**src/rtl/cache_flush_sm.sv**
```systemverilog
// Initialise/flush sequencer for the cache valid/state matrix. Sweeps all sets after reset,
// then services flush requests over a set range and way mask, one set per cycle.
module cache_flush_sm #(
    parameter int unsigned                  SET_AMOUNT   = 64,
    parameter int unsigned                  SET_BITS     = $clog2(SET_AMOUNT),
    parameter int unsigned                  WAYS         = 4,
    parameter int unsigned                  MATRIX_WIDTH = 8,
    parameter logic [MATRIX_WIDTH-1:0]      INIT_VALUE   = '1
) (
    input  logic                    clk_i,
    input  logic                    rstn_i,
    input  logic                    flush_req_i,
    input  logic                    flush_all_i,
    input  logic [SET_BITS-1:0]     flush_first_i,
    input  logic [SET_BITS-1:0]     flush_last_i,
    input  logic [WAYS-1:0]         flush_way_i,
    output logic                    flush_gnt_o,
    output logic                    ready_o,
    output logic                    done_o,
    output logic                    err_o,
    output logic                    sel_o,
    output logic                    we_o,
    output logic [WAYS-1:0]         way_we_o,
    output logic [SET_BITS-1:0]     addr_o,
    output logic [MATRIX_WIDTH-1:0] vect_o
);

    localparam logic [SET_BITS:0]   SetAmt = (SET_BITS + 1)'(SET_AMOUNT);
    localparam logic [SET_BITS-1:0] SetMax = SET_BITS'(SET_AMOUNT - 1);

    typedef enum logic [1:0] {StInit, StIdle, StSweep} state_e;

    state_e              state_q, state_d;
    logic [SET_BITS-1:0] cnt_q, cnt_d;
    logic [SET_BITS-1:0] last_q, last_d;
    logic [WAYS-1:0]     way_q, way_d;
    logic                done_q, done_d;
    logic                err_q, err_d;

    logic [SET_BITS-1:0] req_first;
    logic [SET_BITS-1:0] req_last;
    logic                req_valid;

    // Effective range of the incoming request; bounds are checked against SET_AMOUNT
    // so non-power-of-two set counts reject addresses past the last real set.
    always_comb begin
        req_first = flush_all_i ? '0 : flush_first_i;
        req_last  = flush_all_i ? SetMax : flush_last_i;
        req_valid = (req_first <= req_last)
                  && ({1'b0, req_first} < SetAmt)
                  && ({1'b0, req_last} < SetAmt)
                  && (|flush_way_i);
    end

    always_ff @(posedge clk_i) begin
        if (!rstn_i) begin
            state_q <= StInit;
            cnt_q   <= '0;
            last_q  <= '0;
            way_q   <= '1;
            done_q  <= 1'b0;
            err_q   <= 1'b0;
        end else begin
            state_q <= state_d;
            cnt_q   <= cnt_d;
            last_q  <= last_d;
            way_q   <= way_d;
            done_q  <= done_d;
            err_q   <= err_d;
        end
    end

    always_comb begin
        state_d = state_q;
        cnt_d   = cnt_q;
        last_d  = last_q;
        way_d   = way_q;
        done_d  = 1'b0;
        err_d   = 1'b0;
        case (state_q)
            StInit: begin
                if (cnt_q == SetMax) begin
                    state_d = StIdle;
                    done_d  = 1'b1;
                end else begin
                    cnt_d = cnt_q + SET_BITS'(1);
                end
            end
            StIdle: begin
                if (flush_req_i) begin
                    last_d = req_last;
                    way_d  = flush_way_i;
                    if (req_valid) begin
                        state_d = StSweep;
                        cnt_d   = req_first;
                    end else begin
                        done_d = 1'b1;
                        err_d  = 1'b1;
                    end
                end
            end
            StSweep: begin
                // Equality stop keeps the counter from ever wrapping past the last set.
                if (cnt_q == last_q) begin
                    state_d = StIdle;
                    done_d  = 1'b1;
                end else begin
                    cnt_d = cnt_q + SET_BITS'(1);
                end
            end
            default: begin
                state_d = StInit;
                cnt_d   = '0;
            end
        endcase
    end

    always_comb begin
        ready_o     = (state_q == StIdle);
        flush_gnt_o = (state_q == StIdle) && flush_req_i;
        we_o        = (state_q != StIdle);
        sel_o       = we_o;
        way_we_o    = we_o ? way_q : '0;
        addr_o      = cnt_q;
        vect_o      = INIT_VALUE;
        done_o      = done_q;
        err_o       = err_q;
    end

endmodule

```
**config.mk**
```make
export PLATFORM = sky130hd
export DESIGN_NAME = cache_flush_sm
export DESIGN_NICKNAME = d
export VERILOG_FILES = /design/src/rtl/cache_flush_sm.sv
export SDC_FILE = /design/constraint.sdc
export NUM_CORES = 1
export LEC_CHECK = 0
export CORE_MARGIN = 2
export CORE_UTILIZATION = 49
export DETAILED_ROUTE_END_ITERATION = 6
export PLACE_DENSITY = 0.88
export SYNTH_ARGS = -nofsm -noshare
export SYNTH_HDL_FRONTEND = slang
export SYNTH_SLANG_ARGS = --single-unit
```
**constraint.sdc**
```tcl
create_clock -name clk_i -period 5.18 [get_ports clk_i]
set_input_delay 1.554 -clock clk_i [delete_from_list [all_inputs] [get_ports clk_i]]
set_output_delay 1.554 -clock clk_i [all_outputs]
set_load 0.03 [all_outputs]
```
==> flow_metrics.py <==
metrics = {
    "outcome": {
        "status": "complete, no violations",
    },
    "yosys": {
        "ys_ff_latch": 20,
        "synth_area_leaders": "dfxtp_1 (30%), nand2_1 (8.7%), ha_1 (6.5%)",
        "synth_top_area_cell": "dfxtp_1",
        "synth_cell_type_count": 44,
        "syn_inst": 161,
        "syn-cell-area_mm2": 0.00135,
        "synth_edf_count": 0,
        "synth_top_area_share_pct": 29.8,
        "synth_warnings": 0,
        "synthArstFlopShare_pct": 0,
        "synth_top_flop_cell": "dfxtp_1",
        "syn-mean-instance-area_um2": 8.35,
        "yosysSeqAreaShare_pct": 29.8,
    },
    "final_layout": {
        "diodes": 0,
        "multi_input_area_um2": 837,
        "final_common_cell": "clkdlybuf4s50_1",
        "fill_cells": 200,
        "areaGrowthSynthToFinish_pct": 25.9,
        "fin_nets": 220,
        "seqCellArea_um2": 400,
        "drive_gt1_share_pct": 9.90,
        "most-common-layout-cells": "clkdlybuf4s50_1 (35), nand2_1 (31), dfxtp_1 (20), nor2_1 (13), xor2_1 (9)",
    },
    "placement": {
        "place.detailed.hpwl_um": 2470,
        "port_buffers": 35,
        "globalplace.congestion": 0.822,
    },
    "worst_setup_path": {
        "critPathLaunchType": "input port",
        "timing.critical_path.buf_inv": 3,
        "cpMaxStageDelayCell": "clkdlybuf4s50_1",
        "crit_type": "input port to primary output",
        "crit_top_cell": "clkdlybuf4s50_1",
        "crit_path_cell_trace": "clkdlybuf4s50_1 > nand2_1 > inv_2 > clkdlybuf4s50_1",
        "max_stage_delay_ps": 750,
        "r2r_start": "state_q[0]",
        "cp-end-kind": "primary output",
        "r2r_end": "last_q[0]",
        "r2r_slack_ps": 3460,
        "worstPathArrival_ps": 3270,
        "critPathLaunch": "flush_req_i",
        "worstPathMaxFanout": 18,
        "crit_required_ps": 3630,
        "cp_top_family": "buffers and inverters",
        "r2r_cells": 6,
    },
    "timing": {
        "min_period_over_period_pct": 93.2,
        "rsz0062_at_grt": "no",
        "relSlewSlack_pct": 45.3,
        "worst_pin_slew_ps": 818,
        "finalHoldViolCount": 0,
        "finalSetupViolCount": 0,
        "drv_slew": 0,
        "fin_crit_ps": 4830,
        "tns_ps": 0,
        "clock_skew_ps": 13.3,
        "fmaxAchievable_ghz": 0.207,
    },
    "drt": {
        "drt_iter0_markers": 31,
        "vias": 1161,
        "drc": 0,
        "wl_per_cell_um": 13.6,
        "wl_um": 3030,
        "firstDrtPassIters": 4,
        "via_per_inst": 5.23,
        "postRouteAntennaNets": 0,
    },
    "worst_hold_path": {
        "min_path_type": "flip-flop to flip-flop",
        "hold_depth": 2,
        "hp-start": "way_q[0]",
        "hold_end": "way_q[0]",
    },
    "global_routing": {
        "grt_max_degree": 28,
        "track_usage_pct": 20.2,
        "grt_first_pass_wirelength_um": 5090,
        "grt_pass1_vias": 1111,
        "antenna_found_initial": 0,
        "grt_overflow": 0,
    },
    "clock_tree": {
        "cts_resized": 0,
        "cts_inserted_buffers": 3,
        "ctsHoldBuffers": 0,
        "postCtsSetupBuffers": 0,
        "clockBufferDepth": 2,
        "cts_tree": "yes",
        "cts_sinks": 20,
        "ctsRootBufferMaster": "clkbuf_4",
        "clk_pin_slew_ps": 120,
        "clock_latency_ps": 320,
        "cts_max_level": 1,
    },
    "power_and_ir_drop": {
        "leakage_nw": 0.764,
        "power-per-cell-area_mw_per_mm2": 209,
        "total_power_mw": 0.354,
        "ir_worst_vdd_uv": 166,
    },
    "floorplan": {
        "start_util_pct": 52.9,
        "core_area_mm2": 0.00254,
        "die_width_um": 56.4,
        "die_height_um": 56.4,
        "io_pins": 44,
        "rows": 18,
        "dieArea_mm2": 0.00318,
    },
    "run": {
        "cap_viol_max_count": 0,
    },
}
## where the power goes
group | switching [mW] | leakage [nW] | internal (mW) | total (mW)
clock network | 0.0544 | 0.0279 | 0.0782 | 0.133
registers | 0.00382 | 0.162 | 0.156 | 0.160
logic | 0.0335 | 0.575 | 0.0280 | 0.0614
## per-layer routing
| layer | vias to the layer above | wire length, um | track usage (%) |
|---|---|---|---|
| met5 | - | 0 | 0 |
| met4 | 0 | 54 | 6.46 |
| met3 | 7 | 107 | 2.30 |
| met2 | 31 | 1510 | 36.8 |
| met1 | 534 | 1350 | 24.4 |
| li1 | 589 | - | - |
## layout make-up
type | count | share of cell area (%)
clock buffers | 3 | 1.33
flip-flops and latches | 20 | 23.7
clock inverters | 1 | 1.77
well taps | 30 | 2.22
multi-input cells | 129 | 49.4
inverters | 4 | 0.887
repair buffers | 35 | 20.7
## how the worst max path moves through the flow
stage	to	cells past startpoint
after floorplan	flush_gnt_o	3
after CTS	flush_gnt_o	4
after detailed placement	flush_gnt_o	4
final	flush_gnt_o	4
after global routing	flush_gnt_o	4
after global placement	flush_gnt_o	4
## tightest hold or removal path, cell delays in order, from the launching register on
cell     delay, ps
dfxtp_1        330
nand2_1         50
nand3_1         60
## metrics by stage
stage / hold slack [ps] / cells / area (um^2) / util [%] / worst slack (ps)
floorplan: 432 / 168 / 1370 / - / 1560
global placement: 453 / 218 / 1640 / 64.5 / 459
detailed placement: 459 / 218 / 1640 / 64.5 / 397
CTS: 480 / 222 / 1690 / 66.5 / 393
global route: 515 / 222 / 1690 / 66.5 / 321
finish: 481 / 222 / 1690 / 66.5 / 354
## cell usage after synthesis, types with 2 or more instances
cell type / number
inv_2: 2
clkbuf_8: 2
a21oi_1: 2
dfxtp_1: 20
nor2_1: 13
nor2b_1: 5
and2_1: 5
nand2_1: 31
mux2i_1: 6
ha_1: 7
nand3_1: 7
xor2_1: 9
nand2b_1: 3
o21ai_0: 4
buf_4: 9
inv_1: 2
o211a_1: 5
o2bb2ai_1: 3
## registers in the layout (all words and copies together) (netlist names)
name and cells:
addr_o 6, last_q 6, done_o 1, state_q 2, err_o 1, way_q 4
## kinds of logic after synthesis
group           synth area share (%)
compound gates                  13.3
xor+xnor                        6.51
fa+ha+maj                       6.51
buf+inv                         9.95
flops                           29.8
mux                             4.47
other cells                    0.279
simple gates                    29.2
Power figures use the tool's default switching activity.
